**config.mk**
```make
export PLATFORM = sky130hd
export DESIGN_NAME = weight_fetch_scheduler_flat
export DESIGN_NICKNAME = d
export VERILOG_FILES = /design/src/rtl/weight_fetch_scheduler_if.sv /design/src/rtl/weight_fetch_scheduler.sv /design/src/flat_wrapper.sv
export SDC_FILE = /design/constraint.sdc
export NUM_CORES = 1
export LEC_CHECK = 0
export ABC_CLOCK_PERIOD_IN_PS = 8100
export CORE_MARGIN = 1
export CORE_UTILIZATION = 60
export DETAILED_ROUTE_END_ITERATION = 8
export PLACE_DENSITY_LB_ADDON = 0.12
export REMOVE_ABC_BUFFERS = 1
export SLEW_MARGIN = 20
export SYNTH_ARGS = -nofsm -noshare
export SYNTH_HDL_FRONTEND = slang
export SYNTH_SLANG_ARGS = --single-unit
```
**constraint.sdc**
```tcl
create_clock -name clk -period 8.1 [get_ports clk]
set_clock_uncertainty 0.1 [all_clocks]
set_input_delay 1.62 -clock clk [delete_from_list [all_inputs] [get_ports clk]]
set_output_delay 1.62 -clock clk [all_outputs]
set_load 0.03 [all_outputs]
```
**src/rtl/weight_fetch_scheduler_if.sv**
```systemverilog
// ---------------------------------------------------------------------------
// weight_fetch_scheduler_if
//
// Purpose: bundles the descriptor handshake, PE backpressure, the read-master
// control side (address / read enable / data valid), the return-path markers
// and the status flags of the weight fetch scheduler.
//
// Signal summary:
//   cfg_valid, cfg_ready        descriptor handshake
//   cfg_base_addr               first word address of the weight block
//   cfg_num_beats               beats per pass
//   cfg_num_passes              times the block is fetched
//   pe_ready                    PE array can absorb more weights
//   rm_addr, rm_read_en         read request to the read master
//   rm_data_valid               one read beat returned this cycle
//   rx_last_beat, rx_pass_idx   pass boundary markers on the return path
//   busy, done, err_unexpected  status
//
// Modports:
//   slave  - the scheduler itself
//   master - the surrounding layer controller / read master / PE side
// ---------------------------------------------------------------------------
interface weight_fetch_scheduler_if #(
    parameter int ADDR_W = 17,
    parameter int LEN_W  = 12,
    parameter int PASS_W = 8
);
    logic              cfg_valid;
    logic              cfg_ready;
    logic [ADDR_W-1:0] cfg_base_addr;
    logic [LEN_W-1:0]  cfg_num_beats;
    logic [PASS_W-1:0] cfg_num_passes;
    logic              pe_ready;
    logic [ADDR_W-1:0] rm_addr;
    logic              rm_read_en;
    logic              rm_data_valid;
    logic              rx_last_beat;
    logic [PASS_W-1:0] rx_pass_idx;
    logic              busy;
    logic              done;
    logic              err_unexpected;

    modport slave (
        input  cfg_valid, cfg_base_addr, cfg_num_beats, cfg_num_passes,
        input  pe_ready, rm_data_valid,
        output cfg_ready, rm_addr, rm_read_en, rx_last_beat, rx_pass_idx,
        output busy, done, err_unexpected
    );

    modport master (
        output cfg_valid, cfg_base_addr, cfg_num_beats, cfg_num_passes,
        output pe_ready, rm_data_valid,
        input  cfg_ready, rm_addr, rm_read_en, rx_last_beat, rx_pass_idx,
        input  busy, done, err_unexpected
    );
endinterface

```
**src/rtl/weight_fetch_scheduler.sv**
```systemverilog
// ---------------------------------------------------------------------------
// weight_fetch_scheduler
//
// Purpose: sequences the on-chip weight read master for one weight block per
// command. A descriptor (base, beats per pass, passes) is accepted in IDLE;
// the block is then read once per pass, one 1024-bit read per beat, with the
// number of in-flight reads capped at MAX_OUTST and issue paused while the PE
// array deasserts pe_ready. Returning beats are counted so the last beat of
// every pass is flagged together with the pass index it belongs to.
//
// Ports:
//   clk     clock
//   rst_n   asynchronous, active-low reset
//   bus_io  weight_fetch_scheduler_if.slave (handshake, read master control,
//           return markers, status)
// ---------------------------------------------------------------------------
module weight_fetch_scheduler #(
    parameter int ADDR_W    = 17,
    parameter int LEN_W     = 12,
    parameter int PASS_W    = 8,
    parameter int MAX_OUTST = 4
) (
    input logic                     clk,
    input logic                     rst_n,
    weight_fetch_scheduler_if.slave bus_io
);

    localparam logic [1:0] IDLE  = 2'd0;
    localparam logic [1:0] ISSUE = 2'd1;
    localparam logic [1:0] DRAIN = 2'd2;
    localparam logic [1:0] DONE  = 2'd3;

    localparam int OUT_W = $clog2(MAX_OUTST + 1);

    logic [1:0]        state_q,    state_d;
    logic [ADDR_W-1:0] base_q,     base_d;
    logic [LEN_W-1:0]  beats_q,    beats_d;
    logic [PASS_W-1:0] passes_q,   passes_d;
    logic [LEN_W-1:0]  beatCnt_q,  beatCnt_d;
    logic [PASS_W-1:0] passCnt_q,  passCnt_d;
    logic [LEN_W-1:0]  rxBeat_q,   rxBeat_d;
    logic [PASS_W-1:0] rxPass_q,   rxPass_d;
    logic [OUT_W-1:0]  outst_q,    outst_d;
    logic [ADDR_W-1:0] rmAddr_q,   rmAddr_d;
    logic              rmReadEn_q, rmReadEn_d;
    logic              done_q,     done_d;
    logic              err_q,      err_d;

    logic accept;
    logic issue;
    logic retValid;
    logic lastBeat;
    logic lastPass;
    logic rxLast;

    // The done pulse is registered one cycle after the DONE state, so the
    // scheduler refuses a new descriptor until that pulse has been seen.
    assign accept   = (state_q == IDLE) && !done_q && bus_io.cfg_valid;

    // The in-flight check uses outst_q before any same-cycle return, so the
    // limit is never exceeded even if a return coincides with an issue.
    assign issue    = (state_q == ISSUE) && bus_io.pe_ready &&
                      (outst_q < OUT_W'(MAX_OUTST));

    // A return with nothing outstanding is an error and must not disturb
    // any of the return-path accounting.
    assign retValid = bus_io.rm_data_valid && (outst_q != '0);

    assign lastBeat = (beatCnt_q == beats_q - LEN_W'(1));
    assign lastPass = (passCnt_q == passes_q - PASS_W'(1));
    assign rxLast   = retValid && (rxBeat_q == beats_q - LEN_W'(1));

    always_comb begin
        state_d    = state_q;
        base_d     = base_q;
        beats_d    = beats_q;
        passes_d   = passes_q;
        beatCnt_d  = beatCnt_q;
        passCnt_d  = passCnt_q;
        rxBeat_d   = rxBeat_q;
        rxPass_d   = rxPass_q;
        rmAddr_d   = rmAddr_q;
        rmReadEn_d = 1'b0;
        done_d     = (state_q == DONE);
        err_d      = err_q;

        case (state_q)
            IDLE: begin
                if (accept) begin
                    base_d    = bus_io.cfg_base_addr;
                    beats_d   = bus_io.cfg_num_beats;
                    passes_d  = bus_io.cfg_num_passes;
                    beatCnt_d = '0;
                    passCnt_d = '0;
                    rxBeat_d  = '0;
                    rxPass_d  = '0;
                    err_d     = 1'b0;
                    if ((bus_io.cfg_num_beats == '0) || (bus_io.cfg_num_passes == '0)) begin
                        state_d = DONE;
                    end else begin
                        state_d = ISSUE;
                    end
                end
            end
            ISSUE: begin
                if (issue) begin
                    rmReadEn_d = 1'b1;
                    rmAddr_d   = base_q + ADDR_W'(beatCnt_q);
                    if (lastBeat) begin
                        beatCnt_d = '0;
                        passCnt_d = passCnt_q + PASS_W'(1);
                        if (lastPass) begin
                            state_d = DRAIN;
                        end
                    end else begin
                        beatCnt_d = beatCnt_q + LEN_W'(1);
                    end
                end
            end
            DRAIN: begin
                if (outst_q == '0) begin
                    state_d = DONE;
                end
            end
            default: begin
                state_d = IDLE;
            end
        endcase

        if (retValid) begin
            if (rxLast) begin
                rxBeat_d = '0;
                rxPass_d = rxPass_q + PASS_W'(1);
            end else begin
                rxBeat_d = rxBeat_q + LEN_W'(1);
            end
        end

        if (bus_io.rm_data_valid && (outst_q == '0)) begin
            err_d = 1'b1;
        end
    end

    // An issue and a return in the same cycle cancel out.
    assign outst_d = outst_q + OUT_W'(issue) - OUT_W'(retValid);

    always_ff @(posedge clk or negedge rst_n) begin
        if (!rst_n) begin
            state_q    <= IDLE;
            base_q     <= '0;
            beats_q    <= '0;
            passes_q   <= '0;
            beatCnt_q  <= '0;
            passCnt_q  <= '0;
            rxBeat_q   <= '0;
            rxPass_q   <= '0;
            outst_q    <= '0;
            rmAddr_q   <= '0;
            rmReadEn_q <= 1'b0;
            done_q     <= 1'b0;
            err_q      <= 1'b0;
        end else begin
            state_q    <= state_d;
            base_q     <= base_d;
            beats_q    <= beats_d;
            passes_q   <= passes_d;
            beatCnt_q  <= beatCnt_d;
            passCnt_q  <= passCnt_d;
            rxBeat_q   <= rxBeat_d;
            rxPass_q   <= rxPass_d;
            outst_q    <= outst_d;
            rmAddr_q   <= rmAddr_d;
            rmReadEn_q <= rmReadEn_d;
            done_q     <= done_d;
            err_q      <= err_d;
        end
    end

    assign bus_io.cfg_ready      = (state_q == IDLE) && !done_q;
    assign bus_io.busy           = (state_q != IDLE) || done_q;
    assign bus_io.done           = done_q;
    assign bus_io.rm_addr        = rmAddr_q;
    assign bus_io.rm_read_en     = rmReadEn_q;
    assign bus_io.rx_last_beat   = rxLast;
    assign bus_io.rx_pass_idx    = rxPass_q;
    assign bus_io.err_unexpected = err_q;

endmodule

```
**src/flat_wrapper.sv**
```systemverilog
// flat-port wrapper written by rule: the top's interface ports become plain ports
module weight_fetch_scheduler_flat 
#(
    parameter int ADDR_W    = 17,
    parameter int LEN_W     = 12,
    parameter int PASS_W    = 8,
    parameter int MAX_OUTST = 4
)
  (clk, rst_n, bus_io_cfg_valid, bus_io_cfg_base_addr, bus_io_cfg_num_beats, bus_io_cfg_num_passes, bus_io_pe_ready, bus_io_rm_data_valid, bus_io_cfg_ready, bus_io_rm_addr, bus_io_rm_read_en, bus_io_rx_last_beat, bus_io_rx_pass_idx, bus_io_busy, bus_io_done, bus_io_err_unexpected);
  weight_fetch_scheduler_if #(.ADDR_W(ADDR_W), .LEN_W(LEN_W), .PASS_W(PASS_W)) bus_io_i ();
  input logic clk;
  input logic rst_n;
  input wire logic [$bits(bus_io_i.cfg_valid)-1:0] bus_io_cfg_valid;
  input wire logic [$bits(bus_io_i.cfg_base_addr)-1:0] bus_io_cfg_base_addr;
  input wire logic [$bits(bus_io_i.cfg_num_beats)-1:0] bus_io_cfg_num_beats;
  input wire logic [$bits(bus_io_i.cfg_num_passes)-1:0] bus_io_cfg_num_passes;
  input wire logic [$bits(bus_io_i.pe_ready)-1:0] bus_io_pe_ready;
  input wire logic [$bits(bus_io_i.rm_data_valid)-1:0] bus_io_rm_data_valid;
  output wire logic [$bits(bus_io_i.cfg_ready)-1:0] bus_io_cfg_ready;
  output wire logic [$bits(bus_io_i.rm_addr)-1:0] bus_io_rm_addr;
  output wire logic [$bits(bus_io_i.rm_read_en)-1:0] bus_io_rm_read_en;
  output wire logic [$bits(bus_io_i.rx_last_beat)-1:0] bus_io_rx_last_beat;
  output wire logic [$bits(bus_io_i.rx_pass_idx)-1:0] bus_io_rx_pass_idx;
  output wire logic [$bits(bus_io_i.busy)-1:0] bus_io_busy;
  output wire logic [$bits(bus_io_i.done)-1:0] bus_io_done;
  output wire logic [$bits(bus_io_i.err_unexpected)-1:0] bus_io_err_unexpected;
  assign bus_io_i.cfg_valid = bus_io_cfg_valid;
  assign bus_io_i.cfg_base_addr = bus_io_cfg_base_addr;
  assign bus_io_i.cfg_num_beats = bus_io_cfg_num_beats;
  assign bus_io_i.cfg_num_passes = bus_io_cfg_num_passes;
  assign bus_io_i.pe_ready = bus_io_pe_ready;
  assign bus_io_i.rm_data_valid = bus_io_rm_data_valid;
  assign bus_io_cfg_ready = bus_io_i.cfg_ready;
  assign bus_io_rm_addr = bus_io_i.rm_addr;
  assign bus_io_rm_read_en = bus_io_i.rm_read_en;
  assign bus_io_rx_last_beat = bus_io_i.rx_last_beat;
  assign bus_io_rx_pass_idx = bus_io_i.rx_pass_idx;
  assign bus_io_busy = bus_io_i.busy;
  assign bus_io_done = bus_io_i.done;
  assign bus_io_err_unexpected = bus_io_i.err_unexpected;
  weight_fetch_scheduler #(.ADDR_W(ADDR_W), .LEN_W(LEN_W), .PASS_W(PASS_W), .MAX_OUTST(MAX_OUTST)) u_core (.clk(clk), .rst_n(rst_n), .bus_io(bus_io_i));
endmodule
```
# ---- Yosys cells after proc, flatten, opt, wreduce, memory -nomap -nowiden
# Index checks and enable logic that the tools add are counted.
dict set report word_totals {
  ramBits 0
  romBits 0
  latchBits 0
  out_inout_bits 31
  memories 0
  reg_bits 102
  elab_cells 89
  in_bits 42
}
dict set report op_classes {
  multipliers 0
  eq_ne 11
  magnitude_cmp 1
  add_sub_neg 9
  bitwise_logic 0
  reduce_logical 28
  n_shift 0
  mux 27
  n_div 0
}
# op n
set ops {}
lappend ops {{$mux W12} 6}
lappend ops {{$mux W8} 7}
lappend ops {{$add A12 B1 Y12 const B} 2}
lappend ops {{$eq A12 B12 Y1} 2}
lappend ops {{$pmux W12 S2} 1}
lappend ops {{$add A17 B12 Y17} 1}
lappend ops {{$add A8 B1 Y8 const B} 2}
lappend ops {{$pmux W8 S2} 1}
lappend ops {{$logic_not A12 Y1} 1}
lappend ops {{$mux W2} 6}
lappend ops {{$reduce_bool A2 Y1} 6}
lappend ops {{$sub A12 B1 Y12 const B} 1}
lappend ops {{$ne A2 B1 Y1 const B} 5}
lappend ops {{$eq A8 B8 Y1} 1}
lappend ops {{$logic_not A8 Y1} 1}
lappend ops {{$reduce_and A2 Y1} 4}
lappend ops {{$sub A8 B1 Y8 const B} 1}
lappend ops {{$logic_and A1 B1 Y1} 7}
lappend ops {{$pmux W2 S3} 1}
lappend ops {{$mux W1} 5}
lappend ops {{$reduce_and A5 Y1} 1}
lappend ops {{$eq A2 B2 Y1 const B} 2}
lappend ops {{$reduce_and A4 Y1} 1}
lappend ops {{$add A3 B1 Y3} 1}
lappend ops {{9 further kinds} 10}

# ---- Longest topological paths before layout
dict set report depth {
  ltp_word 7
  mapped_depth 11
  ltp_nobuf 10
}

# ---- Worst setup path before layout
# Ideal clock, no wire load.
dict set report synth_timing {
  path_kind {register to output}
  startpoint {register u_core.beats_q[0]}
  endpoint {output port bus_io_rx_last_beat}
  slack_ps 3690
  stages_incl_launch_ff 9
  t_arrival_ps 2690
  required_ps 6380
  path_cell_list {dfrtp_1 -> inv_1 -> ha_1 -> or3b_2 -> clkbuf_1 -> nor3_1 -> xnor3_1 -> nand4_1 -> nor4_2}
}
dict set report synth_between {
  elab_chain_len 3
}
# item line_no
set synth_lines {}
lappend synth_lines {{start: declaration} weight_fetch_scheduler.sv:37} ;# logic [LEN_W-1:0] beats_q, beats_d;
lappend synth_lines {{start signal: assignment} weight_fetch_scheduler.sv:165} ;# beats_q <= beats_d;
lappend synth_lines {{$sub A12 B1 Y12} weight_fetch_scheduler.sv:71} ;# assign rxLast = retValid && (rxBeat_q == beats_q - LEN_W'(1));
lappend synth_lines {{$eq A12 B12 Y1} weight_fetch_scheduler.sv:71}
lappend synth_lines {{$logic_and A1 B1 Y1} weight_fetch_scheduler.sv:71}
lappend synth_lines {{end: declaration} flat_wrapper.sv:22} ;# output wire logic [$bits(bus_io_i.rx_last_beat)-1:0] bus_io_rx_last_beat;
# Every way passes these cells.

# ---- Worst setup path in the final report
# Ends and elaborated chain as after synthesis.

==> impl_metrics.tcl <==
set metrics [dict create \
    hp-class "reg -> reg" \
    max_cap_violations 0 \
    period_minus_slack_ns 5.72 \
    crit_arrival_ns 4.00 \
    layout_common_cells "161 x nand2_1, 102 x dfrtp_1, 71 x clkdlybuf4s50_1" \
    synthArstFlopShare_pct 100 \
    fill_cells 803 \
    place.detailed.instances 868 \
    start_util_pct 62.7 \
    cts_setup_buffers 0 \
    first_global_vias 5013 \
    clk_path_buf_depth 2 \
    cts_root_buf "clkbuf_8" \
    period_share_pct 70.6 \
    synth_ff_type "dfrtp_1" \
    cts_tree "done" \
    grt_usage_pct 27.5 \
    die_y_um 104 \
    synth_cell_types 63 \
    reg2reg_depth 9 \
    r2r_end "u_core.passCnt_q[0]" \
    htree_num_levels 3 \
    finalHoldViolCount 0 \
    rrSetupSlack_ns 4.01 \
    dp_hpwl_mm 10.0 \
    syn_avg_cell_area_um2 8.97 \
    clk_latency_ns 0.38 \
    critPathMaxFanout 9 \
    tns_ns 0 \
    dpl_cell_area_um2 6960 \
    reg2reg_from "u_core.beats_q[0]" \
    synth-edff-count 0 \
    ios 73 \
    worst_pin_slew_ns 0.887 \
    syn_to_final_growth_pct 14.5 \
    port_buffers 72 \
    hold_start "u_core.bus_io.rm_addr[7]" \
    outcome "finished clean" \
    p_per_area_nw_per_um2 195 \
    cts_hold_buf 0 \
    vdd_drop_max_v 0.000244 \
    grt_pass1_wl_mm 23.8 \
    startpoint_type "register" \
    antenna_found_initial 0 \
    leakage_nw 3.41 \
    wl_mm 13.8 \
    cp.required_ns 6.38 \
    dieArea_um2 10800 \
    cts.repair.resized 0 \
    synth_cells 692 \
    drive_gt1_share_pct 3.87 \
    die_w_um 104 \
    drt_pass1_iterations 4 \
    timing.final.max_slew_violations 0 \
    vias 5104 \
    drc_errors 0 \
    gp_congestion 0.856 \
    fin_area_um2 7110 \
    hold_depth 2 \
    synth_area_um2 6210 \
    drt-initial-drc-count 292 \
    core-area_um2 9910 \
    synth_seq_cells 102 \
    layout_commonest_cell "nand2_1" \
    max_freq_mhz 175 \
    finalSetupViolations 0 \
    antenna_left 0 \
    cts_buffers 9 \
    fin_hold_ws_ns 0.382 \
    yosysWarnings 0 \
    ys_seq_area_share_pct 41.1 \
    viasPerCell 5.78 \
    grt_max_degree 71 \
    n_antenna_cell 0 \
    endpoint_kind "output pin" \
    hold_end "u_core.bus_io.rm_addr[7]" \
    avgRoutedWirePerCell_um 15.6 \
    crit_type "reg -> out" \
    rows 36 \
    slew_headroom_pct 40.9 \
    final_cells 883 \
    grt_overflow 0 \
    fin_nets 814 \
    cts_sinks 102 \
    clk_pin_slew_worst_paths_ns 0.08 \
    rsz0062_at_grt "no" \
    postLayoutCoreUtil_pct 71.7 \
]
==> sequential cells by signal, summed over array words and instances, names as in the netlist <==
register / flops
u_core.base_q: 17
u_core.beatCnt_q: 12
u_core.beats_q: 12
u_core.bus_io.done: 1
u_core.bus_io.err_unexpected: 1
u_core.bus_io.rm_addr: 17
u_core.bus_io.rm_read_en: 1
u_core.bus_io.rx_pass_idx: 8
u_core.outst_q: 3
u_core.passCnt_q: 8
u_core.passes_q: 8
u_core.rxBeat_q: 12
u_core.state_q: 2
==> layout make-up <==
class                           instances  area (µm²)  share of cell area, %
Timing Repair Buffer                   76         748                   10.5
Clock inverter                          2        10.0                  0.141
Multi-Input combinational cell        530        3390                   47.7
Clock buffer                           13         139                   1.95
Inverter                               27         101                   1.43
Tap cell                              133         166                   2.34
Sequential cell                       102        2550                   35.9
==> synth_stat cells (3+ instances only) <==
cell type / n / area share [%]
xnor3_1: 9 / 3.3
xnor2_1: 29 / 4.1
inv_1: 27 / 1.6
xor2_1: 20 / 2.8
or3_1: 5 / 0.50
nand2b_1: 9 / 0.91
nor3_1: 16 / 1.3
clkbuf_1: 23 / 1.4
nand3b_1: 4 / 0.48
or2_2: 3 / 0.30
mux2i_1: 9 / 1.5
o211ai_1: 4 / 0.48
o21ai_0: 45 / 3.6
ha_1: 24 / 4.8
a21o_1: 9 / 1.1
a31oi_1: 12 / 1.2
nor4_1: 12 / 1.2
buf_6: 5 / 0.91
nor2b_1: 5 / 0.50
o21a_1: 3 / 0.36
o31ai_1: 7 / 0.85
nand4_1: 9 / 0.91
nor2_1: 37 / 2.2
and2_1: 4 / 0.40
nand3_1: 26 / 2.1
dfrtp_1: 102 / 41
a21oi_1: 10 / 0.81
nand2_1: 161 / 9.7
and3_1: 14 / 1.4
buf_1: 3 / 0.18
==> critical path, stage by stage, from the launching register on <==
cell and delay [ns]:
dfrtp_1 0.47, inv_1 0.10, ha_1 0.23, nor3b_1 0.73, nand2_1 0.22, xnor2_1 0.25, nand4_1 0.15, nor4_2 0.66
clkdlybuf4s50_1 0.80
==> per-stage QoR <==
| step | worst slack, ns | power (mW) |
|---|---|---|
| after floorplan | 3.74 | 0.936 |
| after global placement | 2.64 | 1.10 |
| after detailed placement | 2.62 | 1.12 |
| after CTS | 2.39 | 1.39 |
| after global routing | 2.06 | 1.46 |
| final | 2.38 | 1.38 |
==> cell families (layout without fill, tap and decap cells) <==
group,after synthesis,after routing,synth area share (%)
and+or+nand+nor,319,319,24.0
adders and majority gates,26,26,5.48
muxes,12,12,2.06
AOI/OAI and AO/OA,113,113,12.1
buffers and inverters,60,118,4.27
xor gates and xnor gates,60,60,10.9
DFF,102,102,41.1
==> power by group <==
| group | leakage, nW | internal, mW | total [mW] | switching, mW |
|---|---|---|---|---|
| logic | 1.99 | 0.199 | 0.452 | 0.253 |
| registers | 1.34 | 0.574 | 0.655 | 0.0810 |
| clock network | 0.0773 | 0.110 | 0.277 | 0.167 |
| total | 3.41 | 0.883 | 1.38 | 0.501 |
==> how the worst max path moves through the flow <==
stage	startpoint	endpoint	slack, ns	depth (start not counted)
3_3_place_gp	bus_io_rm_data_valid	bus_io_rx_last_beat	2.64	4
5_1_grt	u_core.beats_q[0]	bus_io_rx_last_beat	2.06	8
3_5_place_dp	bus_io_rm_data_valid	bus_io_rx_last_beat	2.62	4
2_1_floorplan	u_core.beats_q[0]	bus_io_rx_last_beat	3.74	7
4_1_cts	u_core.beats_q[0]	bus_io_rx_last_beat	2.39	8
6_report	u_core.beats_q[0]	bus_io_rx_last_beat	2.38	8
==> metal layers <==
layer / track usage (%) / share of wire, %
met2: 46.4 / 49
met3: 6.48 / 5.1
met5: 0 / 0
met4: 5.61 / 0.83
met1: 36.5 / 45
Note: power is estimated with default switching activity, not from simulation.
